`src/rtl/flag_stack_register_if.sv`:
```
// Flag-register bus: ALU/control-unit side signals of flag_stack_register.
// master = control unit / ALU side, slave = the flag register itself.
interface flag_stack_register_if #(
  parameter int NR_FLAGS    = 4,
  parameter int STACK_DEPTH = 4
);
  localparam int LVL_W = $clog2(STACK_DEPTH + 1);

  logic                CLR_FLAG;
  logic [NR_FLAGS-1:0] FLAG_EN;
  logic [NR_FLAGS-1:0] FLAG_IN;
  logic                PUSH;
  logic                POP;
  logic                CLR_ERR;
  logic [NR_FLAGS-1:0] FLAG_OUT;
  logic [LVL_W-1:0]    STK_LEVEL;
  logic                STK_FULL;
  logic                STK_EMPTY;
  logic                STK_OVF;
  logic                STK_UNF;

  modport master (
    output CLR_FLAG, FLAG_EN, FLAG_IN, PUSH, POP, CLR_ERR,
    input  FLAG_OUT, STK_LEVEL, STK_FULL, STK_EMPTY, STK_OVF, STK_UNF
  );

  modport slave (
    input  CLR_FLAG, FLAG_EN, FLAG_IN, PUSH, POP, CLR_ERR,
    output FLAG_OUT, STK_LEVEL, STK_FULL, STK_EMPTY, STK_OVF, STK_UNF
  );
endinterface

```
`src/rtl/flag_stack_register.sv`:
```
// Status-flag register with per-bit load enables, synchronous clear and a
// single-cycle save/restore LIFO for interrupt entry/return.
// Optional macro FLAG_STACK_ERR_EN: implements sticky STK_OVF/STK_UNF and
// CLR_ERR; without it both error outputs are tied to 0.
module flag_stack_register #(
  parameter int NR_FLAGS    = 4,
  parameter int STACK_DEPTH = 4
) (
  input logic                    CLK,
  input logic                    CLR_N,
  flag_stack_register_if.slave   bus
);
  localparam int LVL_W = $clog2(STACK_DEPTH + 1);

  logic [NR_FLAGS-1:0] flags_reg;
  logic [NR_FLAGS-1:0] flags_next;
  logic [NR_FLAGS-1:0] top_word;
  logic [NR_FLAGS-1:0] stack_reg [STACK_DEPTH];
  logic [LVL_W-1:0]    lvl_reg;
  logic [LVL_W-1:0]    lvl_next;
  logic [LVL_W-1:0]    top_idx;
  logic [LVL_W-1:0]    wr_idx;
  logic                full;
  logic                empty;
  logic                pop_ok;
  logic                push_ok;
  logic                swap;
  logic                wr_en;

  assign full    = (lvl_reg == LVL_W'(STACK_DEPTH));
  assign empty   = (lvl_reg == '0);
  assign top_idx = lvl_reg - LVL_W'(1);

  // PUSH+POP on a non-empty stack exchanges top and live flags; on an
  // empty stack it degrades to a plain PUSH.
  assign swap    = bus.PUSH & bus.POP & ~empty;
  assign pop_ok  = bus.POP & ~empty;
  assign push_ok = bus.PUSH & ~full & (~bus.POP | empty);
  assign wr_en   = push_ok | swap;
  assign wr_idx  = swap ? top_idx : lvl_reg;

  // Read mux for the current top-of-stack entry.
  always_comb begin
    top_word = '0;
    for (int i = 0; i < STACK_DEPTH; i++) begin
      if (top_idx == LVL_W'(i)) top_word = stack_reg[i];
    end
  end

  // Next flags: restore beats clear, clear beats per-bit load.
  always_comb begin
    if (pop_ok)            flags_next = top_word;
    else if (bus.CLR_FLAG) flags_next = '0;
    else                   flags_next = (flags_reg & ~bus.FLAG_EN) | (bus.FLAG_IN & bus.FLAG_EN);
  end

  // Next level: swap leaves the level unchanged.
  always_comb begin
    if (push_ok)            lvl_next = lvl_reg + LVL_W'(1);
    else if (pop_ok & ~swap) lvl_next = lvl_reg - LVL_W'(1);
    else                    lvl_next = lvl_reg;
  end

  // Live flags and stack level.
  always_ff @(posedge CLK or negedge CLR_N) begin
    if (!CLR_N) begin
      flags_reg <= '0;
      lvl_reg   <= '0;
    end else begin
      flags_reg <= flags_next;
      lvl_reg   <= lvl_next;
    end
  end

  // Stack storage; always saves the pre-edge flags, popped entries keep data.
  always_ff @(posedge CLK or negedge CLR_N) begin
    if (!CLR_N) begin
      for (int i = 0; i < STACK_DEPTH; i++) stack_reg[i] <= '0;
    end else begin
      for (int i = 0; i < STACK_DEPTH; i++) begin
        if (wr_en && (wr_idx == LVL_W'(i))) stack_reg[i] <= flags_reg;
      end
    end
  end

`ifdef FLAG_STACK_ERR_EN
  logic ovf_reg;
  logic unf_reg;
  logic ovf_evt;
  logic unf_evt;

  assign ovf_evt = bus.PUSH & ~bus.POP & full;
  assign unf_evt = bus.POP & ~bus.PUSH & empty;

  // Sticky error bits; a new event wins over CLR_ERR in the same cycle.
  always_ff @(posedge CLK or negedge CLR_N) begin
    if (!CLR_N) begin
      ovf_reg <= 1'b0;
      unf_reg <= 1'b0;
    end else begin
      ovf_reg <= ovf_evt | (ovf_reg & ~bus.CLR_ERR);
      unf_reg <= unf_evt | (unf_reg & ~bus.CLR_ERR);
    end
  end

  assign bus.STK_OVF = ovf_reg;
  assign bus.STK_UNF = unf_reg;
`else
  logic unused_clr_err;
  assign unused_clr_err = bus.CLR_ERR;
  assign bus.STK_OVF    = 1'b0;
  assign bus.STK_UNF    = 1'b0;
`endif

  assign bus.FLAG_OUT  = flags_reg;
  assign bus.STK_LEVEL = lvl_reg;
  assign bus.STK_FULL  = full;
  assign bus.STK_EMPTY = empty;
endmodule

```
`src/flat_wrapper.sv`:
```
// flat-port wrapper written by rule: the top's interface ports become plain ports
module flag_stack_register_flat 
#(
  parameter int NR_FLAGS    = 4,
  parameter int STACK_DEPTH = 4
)
  (CLK, CLR_N, bus_CLR_FLAG, bus_FLAG_EN, bus_FLAG_IN, bus_PUSH, bus_POP, bus_CLR_ERR, bus_FLAG_OUT, bus_STK_LEVEL, bus_STK_FULL, bus_STK_EMPTY, bus_STK_OVF, bus_STK_UNF);
  flag_stack_register_if #(.NR_FLAGS(NR_FLAGS), .STACK_DEPTH(STACK_DEPTH)) bus_i ();
  input logic CLK;
  input logic CLR_N;
  input wire logic [$bits(bus_i.CLR_FLAG)-1:0] bus_CLR_FLAG;
  input wire logic [$bits(bus_i.FLAG_EN)-1:0] bus_FLAG_EN;
  input wire logic [$bits(bus_i.FLAG_IN)-1:0] bus_FLAG_IN;
  input wire logic [$bits(bus_i.PUSH)-1:0] bus_PUSH;
  input wire logic [$bits(bus_i.POP)-1:0] bus_POP;
  input wire logic [$bits(bus_i.CLR_ERR)-1:0] bus_CLR_ERR;
  output wire logic [$bits(bus_i.FLAG_OUT)-1:0] bus_FLAG_OUT;
  output wire logic [$bits(bus_i.STK_LEVEL)-1:0] bus_STK_LEVEL;
  output wire logic [$bits(bus_i.STK_FULL)-1:0] bus_STK_FULL;
  output wire logic [$bits(bus_i.STK_EMPTY)-1:0] bus_STK_EMPTY;
  output wire logic [$bits(bus_i.STK_OVF)-1:0] bus_STK_OVF;
  output wire logic [$bits(bus_i.STK_UNF)-1:0] bus_STK_UNF;
  assign bus_i.CLR_FLAG = bus_CLR_FLAG;
  assign bus_i.FLAG_EN = bus_FLAG_EN;
  assign bus_i.FLAG_IN = bus_FLAG_IN;
  assign bus_i.PUSH = bus_PUSH;
  assign bus_i.POP = bus_POP;
  assign bus_i.CLR_ERR = bus_CLR_ERR;
  assign bus_FLAG_OUT = bus_i.FLAG_OUT;
  assign bus_STK_LEVEL = bus_i.STK_LEVEL;
  assign bus_STK_FULL = bus_i.STK_FULL;
  assign bus_STK_EMPTY = bus_i.STK_EMPTY;
  assign bus_STK_OVF = bus_i.STK_OVF;
  assign bus_STK_UNF = bus_i.STK_UNF;
  flag_stack_register #(.NR_FLAGS(NR_FLAGS), .STACK_DEPTH(STACK_DEPTH)) u_core (.CLK(CLK), .CLR_N(CLR_N), .bus(bus_i));
endmodule
```
`config.mk`:
```
export PLATFORM = sky130hd
export DESIGN_NAME = flag_stack_register_flat
export DESIGN_NICKNAME = d
export VERILOG_FILES = /design/src/rtl/flag_stack_register_if.sv /design/src/rtl/flag_stack_register.sv /design/src/flat_wrapper.sv
export SDC_FILE = /design/constraint.sdc
export NUM_CORES = 1
export LEC_CHECK = 0
export CORE_MARGIN = 1.5
export CORE_UTILIZATION = 49
export CTS_BUF_LIST = sky130_fd_sc_hd__clkbuf_2
export DETAILED_ROUTE_END_ITERATION = 16
export PLACE_DENSITY = 0.86
export SETUP_SLACK_MARGIN = 0.15
export SLEW_MARGIN = 10
export SYNTH_ARGS = -nofsm -noshare
export SYNTH_HDL_FRONTEND = slang
export SYNTH_SLANG_ARGS = --single-unit
```
`constraint.sdc`:
```
create_clock -name CLK -period 2.8 [get_ports CLK]
set_clock_uncertainty 0.15 [all_clocks]
set_input_delay 0.56 -clock CLK [delete_from_list [all_inputs] [get_ports CLK]]
set_output_delay 0.56 -clock CLK [all_outputs]
set_load 0.01 [all_outputs]
```
==> results.ini, run 1 <==
[power]
power.static_leakage_nw = 0.8109
fin_total_pwr_mw = 1.900
power_density_nw_per_um2 = 1061
vdd.ir_drop.worst_v = 0.0007042

[synth]
synthesis.instances = 127
async_flop_share = 1.000
post_synthesis_sequential_element_count = 23
synthesis.yosys.warnings = 0
syn-cell-area_sq_um = 1403
post_synth.cell_area_avg_sq_um = 11.04
dominantRegCellSynth = dfrtp_1
synth.distinct_cells = 38
synth.yosys.seq_area_share = 0.4103
synth-edff-count = 0

[flow_run]
max_cap_violations = 0

[floorplan]
floorplan.core_area_sq_um = 2734
die_area_sq_um = 3192
placementRows = 19
die-width_um = 56.50
design.portCount = 25
chipHeight_um = 56.50
initial_core_util = 0.5130

[route]
final_antenna_net_count = 0
routed_wire_length_per_instance_um = 17.66
drt_iter0_drc = 46
drt_drc_violations_left = 0
wirelength_um = 3462
met3_length_um = 191
routedLengthMet1_um = 1427
detail_route.first_pass.iterations = 4
top_layer = met4
post_drt_via_cell_ratio = 6.372
routed-wl-met2_um = 1739
route.vias.total = 1249

[placed_design]
dpl.hpwl_um = 2401
place.port_buffers = 21
place_area_sq_um = 1697
gp_routability_congestion = 0.9363

[setup_path]
critPathArrivalTime_ns = 1.89
critical_path_required_ns = 2.09
crit_type = reg -> out
ff2ff_setup_slack_ns = 0.27
end_kind = output port
worst_setup_path_start_kind = flop
critical_path.max_fanout = 7

[cts]
clock_latency_ns = 0.37
numCtsBuffers = 3
ctsHoldBuffers = 0
cts_tree = done
cts.clk_slew.worst_paths_ns = 0.23
clock_path_buffers = 2
clockRootBuffer = clkbuf_2
cts.sink_count = 23
cts.htree.levels = 1

[sta]
final-hold-violation-count = 0
maxClockFrequency_mhz = 384.1
post-route-min-period_ns = 2.603
fin_tns_setup_ns = 0
tightest_slew_ns = 0.5028
slew-limit-headroom = 0.6633
pins_over_slew_limit = 0
grt_setup_unrepaired = no
setup_viol = 0
post_route_hold_slack_ns = 0.3428
final_min_period_over_clock_period = 0.9297

[final_layout]
largest_register_ffs = 16
fin_area_sq_um = 1790
nNetsFinal = 186
synthToLayoutAreaGrowth_pct = 27.65
n_fill_cell = 179
drive_gt1_frac = 0.3091
antennaDiodeCount = 0

[global_routing]
grt.overflow.total = 0
first_pass_grt_wire_length_um = 5761
number_of_antenna_violations_at_the_first_check_in_global_routing = 0
first_global_vias = 1224
grt_start_max_net_pins = 24
grt_util_all_layers = 0.2359

[status]
status = complete, no violations

[min_path]
worst_hold_path_type = in -> async

==> critical path, stage by stage, from the launching register on <==
cell and delay [ns]:
dfrtp_1 0.44, inv_2 0.10, ha_4 0.18, nand2b_1 0.12, inv_2 0.13, clkdlybuf4s50_1 0.55
==> layer usage <==
layer	vias up	track usage
met3	13	0.03456
met2	60	0.3837
li1	557	-
met4	0	0.1259
met5	-	0
met1	619	0.3015
==> through the flow <==
stage | setup WS [ns] | util | instances
global route | 0.1280 | 0.6549 | 196
detailed placement | 0.08362 | 0.6206 | 184
floorplan | 0.2986 | - | 128
CTS | 0.1513 | 0.6380 | 190
finish | 0.1967 | 0.6549 | 196
global placement | 0.09679 | 0.6206 | 184
==> path summary, 6_finish.rpt <==
kind,from,cells after the start,endpoint
setup / recovery,u_core.bus.STK_LEVEL[1]$_DFFE_PN0P_,5,bus_STK_EMPTY
hold / removal,CLR_N,2,u_core.stack_reg[11]$_DFFE_PN0P_
setup reg to reg,u_core.bus.STK_LEVEL[0]$_DFFE_PN0P_,8,u_core.stack_reg[13]$_DFFE_PN0P_
hold reg to reg,u_core.stack_reg[4]$_DFFE_PN0P_,1,u_core.stack_reg[4]$_DFFE_PN0P_
max in group asynchronous,CLR_N,2,u_core.bus.STK_LEVEL[2]$_DFFE_PN0P_
min in group CLK,u_core.stack_reg[4]$_DFFE_PN0P_,1,u_core.stack_reg[4]$_DFFE_PN0P_
==> power breakdown <==
| part | switching, mW | leakage (nW) | total (mW) | internal [mW] |
|---|---|---|---|---|
| Sequential | 0.127 | 0.300 | 0.589 | 0.462 |
| Combinational | 0.575 | 0.494 | 1.17 | 0.591 |
| Clock | 0.112 | 0.0164 | 0.144 | 0.0323 |
| Total | 0.814 | 0.811 | 1.90 | 1.09 |
==> kinds of logic (layout without fill, tap and decap cells) <==
family	count (synthesis)	after routing	share of synthesized area
adder cells (fa/ha/maj)	6	6	0.05352
flip-flops	23	23	0.4103
multiplexers	20	20	0.1606
AND/OR/NAND/NOR	24	24	0.09902
XOR/XNOR	2	2	0.01249
other	1	2	0.002674
AO/OA/AOI/OAI	38	38	0.2168
buffers and inverters	13	50	0.04460
==> cell type report <==
type	instances	area, sq um	share of cell area
Multi-Input combinational cell	92	780.7	0.4361
Clock buffer	3	15.01	0.008386
Inverter	7	28.78	0.01607
Tap cell	31	38.79	0.02166
Clock inverter	1	5.005	0.002795
Sequential cell	23	576.8	0.3222
Timing Repair Buffer	39	345.3	0.1929
==> layout by cell type, fill, tap and decap left out, types with 2 or more instances in the layout <==
master           instances
o2111ai_1                2
a32o_1                   4
clkdlybuf4s50_1         21
inv_2                    4
mux2_1                   4
a31oi_1                  3
o22ai_1                  4
o211ai_1                 2
inv_1                    2
o21ai_0                  7
nor3_1                   3
nand2_1                  7
buf_4                   18
clkbuf_2                 3
a21oi_1                  6
nand2b_1                 2
dfrtp_1                 22
mux2_2                  16
nor2b_1                  4
conb_1                   2
a22oi_1                  4
ha_1                     5
==> timing repair <==
action                                  CTS  global route
endpoints found under the setup margin    2             6
endpoints found under the hold margin     0             0
buffers inserted                          2             6
pin swaps                                 0             2
resized for setup                         4             1
==> cells in the mapped netlist (4+ instances only) <==
cell / n / area share
dfrtp_1: 23 / 0.41
mux2_2: 16 / 0.13
nand2_1: 7 / 0.019
o21ai_0: 7 / 0.025
a21oi_1: 6 / 0.021
ha_1: 6 / 0.054
a22oi_1: 4 / 0.021
a32o_1: 4 / 0.029
inv_1: 4 / 0.011
mux2_1: 4 / 0.032
nor2b_1: 4 / 0.018
o22ai_1: 4 / 0.018
(Power assumes the default switching activity.)
==> run 2: changes to the inputs <==
--- a/config.mk
+++ b/config.mk
@@ -5,11 +5,12 @@
 export SDC_FILE = /design/constraint.sdc
 export NUM_CORES = 1
 export LEC_CHECK = 0
+export ABC_CLOCK_PERIOD_IN_PS = 2800
 export CORE_MARGIN = 1.5
-export CORE_UTILIZATION = 49
+export CORE_UTILIZATION = 54
 export CTS_BUF_LIST = sky130_fd_sc_hd__clkbuf_2
 export DETAILED_ROUTE_END_ITERATION = 16
-export PLACE_DENSITY = 0.86
+export PLACE_DENSITY = 0.93
 export SETUP_SLACK_MARGIN = 0.15
 export SLEW_MARGIN = 10
 export SYNTH_ARGS = -nofsm -noshare
==> results.ini, run 2 (synthesized netlist as in run 1, its figures left out) <==
[status]
status = complete, no violations

[sta]
fin_tns_setup_ns = 0
final_min_period_over_clock_period = 0.9088
setup_slack_ns = 0.2555
post-route-min-period_ns = 2.545
grt_setup_unrepaired = no
setup_viol = 0
final-hold-violation-count = 0
tightest_slew_ns = 0.5184
maxClockFrequency_mhz = 393.0
slew-limit-headroom = 0.6544
pins_over_slew_limit = 0

[cts]
cts.sink_count = 23
cts_tree = done
cts.clk_slew.worst_paths_ns = 0.23
clock_path_buffers = 2
clock_latency_ns = 0.36
cts.htree.levels = 1
ctsHoldBuffers = 0
numCtsBuffers = 3
clockRootBuffer = clkbuf_2

[placed_design]
place.port_buffers = 21
detailedPlace.worstSlack_ns = 0.07346
dpl.hpwl_um = 2472
gp_routability_congestion = 0.8102

[global_routing]
grt_start_max_net_pins = 24
first_pass_grt_wire_length_um = 5699
number_of_antenna_violations_at_the_first_check_in_global_routing = 0
first_global_vias = 1210
grt.overflow.total = 0
grt_util_all_layers = 0.2746

[power]
power.static_leakage_nw = 0.7891
clock_power_share = 0.077
power_frac_comb = 0.600
power.switching_mw = 0.7679
power.share.switching = 0.4310
internal_mw = 1.014
pwr-share-seq = 0.323
vdd.ir_drop.worst_v = 0.0006937
power_density_nw_per_um2 = 1030

[floorplan]
initial_core_util = 0.5662
design.portCount = 25
die-width_um = 53.97
placementRows = 18
floorplan.core_area_sq_um = 2477
chipHeight_um = 53.97
die_area_sq_um = 2912

[final_layout]
drive_gt1_frac = 0.2675
final_common_cell = dfrtp_1
largest_register_ffs = 16
antennaDiodeCount = 0
synthToLayoutAreaGrowth_pct = 23.37
nNetsFinal = 178
most_frequent_cells_in_the_layout = dfrtp_1 (23), clkdlybuf4s50_1 (20), mux2_2 (16)
n_fill_cell = 203

[setup_path]
critical_path.n_buffers_inverters = 3
critPathArrivalTime_ns = 1.83
path_cells = inv_2, ha_4, nand2_1, inv_1, clkdlybuf4s50_1
critical_path_required_ns = 2.09
worst_path_largest_cell_delay_ns = 0.52
worst_path_max_delay_cell = clkdlybuf4s50_1
critical_path.max_fanout = 9
worst_setup_path_start_kind = flop
crit_type = reg -> out
critPathTopFamily = buffers and inverters
end_kind = output port
ff2ff_setup_slack_ns = 0.35

[route]
wirelength_um = 3369
drt_iter0_drc = 18
detail_route.first_pass.iterations = 4
route.vias.total = 1161
drt_drc_violations_left = 0
routed_wire_length_per_instance_um = 18.02
post_drt_via_cell_ratio = 6.209
final_antenna_net_count = 0

[flow_run]
max_cap_violations = 0

[min_path]
worst_hold_path_type = in -> async

==> run 2: cell count changes in the layout (fill, tap and decap cells not counted), sizes merged <==
cell and delta:
buf -8, dlymetal6s2s +1, clkdlybuf4s50 -1
==> run 2: final cells by class <==
class                           count  area [sq um]  share of cell area
Clock inverter                      1         5.005            0.002892
Tap cell                           30         37.54             0.02169
Multi-Input combinational cell     92         780.7              0.4512
Clock buffer                        3         15.01            0.008677
Sequential cell                    23         575.6              0.3326
Timing Repair Buffer               31         287.8              0.1663
Inverter                            7         28.78             0.01663
==> run 2: per-layer routing <==
metal	part of all wire	track usage	up-vias
met5	0	0	-
met4	0.016	0.08547	0
met3	0.047	0.03889	7
met2	0.52	0.5061	50
met1	0.42	0.3250	569
li1	-	-	535
==> run 2: timing repair <==
item / CTS / global route
setup endpoints to repair: 2 / 1
gates resized for setup: 4 / 1
buffers inserted: 0 / 0
hold endpoints to repair: 0 / 0
gates cloned: 0 / 0
==> run 2: path summary, 6_finish.rpt <==
path	start	to	depth (start not counted)
hold reg to reg	u_core.stack_reg[7]$_DFFE_PN0P_	u_core.stack_reg[7]$_DFFE_PN0P_	1
min in group CLK	u_core.stack_reg[7]$_DFFE_PN0P_	u_core.stack_reg[7]$_DFFE_PN0P_	1
setup reg to reg	u_core.bus.STK_LEVEL[1]$_DFFE_PN0P_	u_core.stack_reg[15]$_DFFE_PN0P_	6
hold / removal	CLR_N	u_core.bus.STK_LEVEL[1]$_DFFE_PN0P_	2
max in group asynchronous	CLR_N	u_core.stack_reg[7]$_DFFE_PN0P_	2
setup / recovery	u_core.bus.STK_LEVEL[0]$_DFFE_PN0P_	bus_STK_FULL	5
==> run 2: power by group through the flow <==
stage	clock (mW)	combinational [mW]	sequential (mW)
2_1_floorplan	0	0.635	0.585
3_3_place_gp	0	0.976	0.569
3_5_place_dp	0	1.02	0.581
4_1_cts	0.140	1.06	0.579
5_1_grt	0.149	1.17	0.598
6_report	0.136	1.07	0.575
==> run 2: metrics by stage <==
step	utilization	hold slack, ns	instance area (sq um)	std cells	total power [mW]
3_5_place_dp	0.6843	0.3320	1695	183	1.599
6_report	0.6985	0.3699	1730	187	1.782
5_1_grt	0.6985	0.3802	1730	187	1.916
3_3_place_gp	0.6843	0.3197	1695	183	1.545
4_1_cts	0.6975	0.3741	1728	187	1.779
2_1_floorplan	-	0.1144	1406	128	1.219
==> run 3: changes to the inputs <==
--- a/config.mk
+++ b/config.mk
@@ -5,12 +5,12 @@
 export SDC_FILE = /design/constraint.sdc
 export NUM_CORES = 1
 export LEC_CHECK = 0
-export ABC_CLOCK_PERIOD_IN_PS = 2800
+export ABC_CLOCK_PERIOD_IN_PS = 3100
 export CORE_MARGIN = 1.5
-export CORE_UTILIZATION = 54
+export CORE_UTILIZATION = 58
 export CTS_BUF_LIST = sky130_fd_sc_hd__clkbuf_2
 export DETAILED_ROUTE_END_ITERATION = 16
-export PLACE_DENSITY = 0.93
+export PLACE_DENSITY = 0.95
 export SETUP_SLACK_MARGIN = 0.15
 export SLEW_MARGIN = 10
 export SYNTH_ARGS = -nofsm -noshare
==> constraint.sdc (replaced) <==
create_clock -name CLK -period 3.1 [get_ports CLK]
set_clock_uncertainty 0.15 [all_clocks]
set_input_delay 0.62 -clock CLK [delete_from_list [all_inputs] [get_ports CLK]]
set_output_delay 0.62 -clock CLK [all_outputs]
set_load 0.01 [all_outputs]
==> results.ini, run 3 (synthesized netlist as in run 1, its figures left out) <==
[status]
status = complete, no violations

[global_routing]
top_usage_layer = met2
grt.overflow.total = 0
first_global_vias = 1186
grt_start_max_net_pins = 24
met3_usage = 0.03714
grt_util_all_layers = 0.2818
first_pass_grt_wire_length_um = 5554
number_of_antenna_violations_at_the_first_check_in_global_routing = 0
groute.layer.met1.usage = 0.3327
met2_usage = 0.5127

[route]
route.vias.total = 1174
wirelength_um = 3403
post_drt_via_cell_ratio = 6.486
drt_drc_violations_left = 0
final_antenna_net_count = 0
detail_route.first_pass.iterations = 4
drt_iter0_drc = 31
routed_wire_length_per_instance_um = 18.80

[final_layout]
multi_input_logic_area_sq_um = 780.7
largest_register_ffs = 16
final_core_utilization = 0.7519
synthToLayoutAreaGrowth_pct = 20.87
fin_area_sq_um = 1695
final_common_cell = dfrtp_1
most_frequent_cells_in_the_layout = dfrtp_1 (23), clkdlybuf4s50_1 (21), mux2_2 (16)
n_fill_cell = 160
final_cell_count_no_fill = 181
nNetsFinal = 174
antennaDiodeCount = 0
drive_gt1_frac = 0.2353
register_area_sq_um = 575.6

[sta]
pins_over_slew_limit = 0
final-hold-violation-count = 0
slew-limit-headroom = 0.6359
post_route_hold_slack_ns = 0.3889
maxClockFrequency_mhz = 360.3
grt_setup_unrepaired = no
post-route-min-period_ns = 2.775
final_min_period_over_clock_period = 0.8952
setup_slack_ns = 0.3249
fin_tns_setup_ns = 0
setup_viol = 0
tightest_slew_ns = 0.5461

[setup_path]
end_kind = output port
worst_setup_path_start_kind = flop
rr_startpoint = u_core.bus.STK_LEVEL[1]$_DFFE_PN0P_
cp-startpoint = u_core.bus.STK_LEVEL[0]$_DFFE_PN0P_
crit_type = reg -> out
critical_path.max_fanout = 8
rr_worst_depth = 6
critical_path_required_ns = 2.33
critPathArrivalTime_ns = 2.01

[cts]
cts.sink_count = 23
clockRootBuffer = clkbuf_2
clock_latency_ns = 0.34
cts_tree = done
cts.htree.levels = 1
post_cts.repair.setup_buffers = 0
clock_path_buffers = 2
cts.clk_slew.worst_paths_ns = 0.21
numCtsBuffers = 3

[power]
fin_total_pwr_mw = 1.608
power.static_leakage_nw = 0.7561
power.share.switching = 0.4396
internal_mw = 0.9011
power_density_nw_per_um2 = 948.3
clock_power_share = 0.075
pwr-share-seq = 0.332
power_frac_comb = 0.593
power.switching_mw = 0.7067
vdd.ir_drop.worst_v = 0.0006075

[min_path]
whs_path_depth = 1
worst_hold_path_type = reg -> reg
worstHoldStart = u_core.stack_reg[3]$_DFFE_PN0P_

[placed_design]
place_area_sq_um = 1663
gp_routability_congestion = 0.8541
place_inst = 177
dpl.hpwl_um = 2495
place.port_buffers = 21
detailedPlace.worstSlack_ns = 0.2429

[floorplan]
floorplan.core_area_sq_um = 2255
initial_core_util = 0.6221
die-width_um = 52.18
chipHeight_um = 52.18
placementRows = 17
die_area_sq_um = 2722
design.portCount = 25

[flow_run]
max_cap_violations = 0

## run 3: per-layer routing
metal	vias to the layer above	wire length [um]
li1	528	-
met1	568	1341
met2	65	1765
met3	13	197
met4	0	99
met5	-	0
## run 3: path summary, 6_finish.rpt
path,to,slack (ns)
setup / recovery,bus_STK_EMPTY,0.32
hold / removal,u_core.stack_reg[3]$_DFFE_PN0P_,0.39
setup reg to reg,u_core.stack_reg[12]$_DFFE_PN0P_,0.52
hold reg to reg,u_core.stack_reg[3]$_DFFE_PN0P_,0.39
max in group asynchronous,u_core.stack_reg[5]$_DFFE_PN0P_,2.12
min in group asynchronous,u_core.bus.FLAG_OUT[0]$_DFF_PN0_,0.45
## run 3: power groups by stage
stage               registers [mW]  logic, mW  clock network (mW)
floorplan                    0.528      0.573                   0
CTS                          0.527      0.905               0.123
detailed placement           0.534      0.900                   0
global route                 0.547       1.02               0.134
global placement             0.526      0.848                   0
finish                       0.534      0.954               0.120
## run 3: timing repair
| item | in CTS | in global routing |
|---|---|---|
| endpoints found under the setup margin | 0 | 2 |
| hold buffers | 0 | 0 |
| resized for setup | 0 | 2 |
## run 3: critical path, cell delays in order, from the launching register on
cell and delay [ns]:
dfrtp_1 0.42, inv_1 0.21, ha_4 0.23, nand2b_1 0.13, inv_2 0.13, clkdlybuf4s50_1 0.54
## run 3: layout make-up
class / instances / area share
sequential: 23 / 0.3395
tap: 28 / 0.02066
clock buffer: 3 / 0.008856
clock inverter: 1 / 0.002952
inverter: 7 / 0.01697
timing repair buffer: 27 / 0.1506
multi-input combinational: 92 / 0.4605
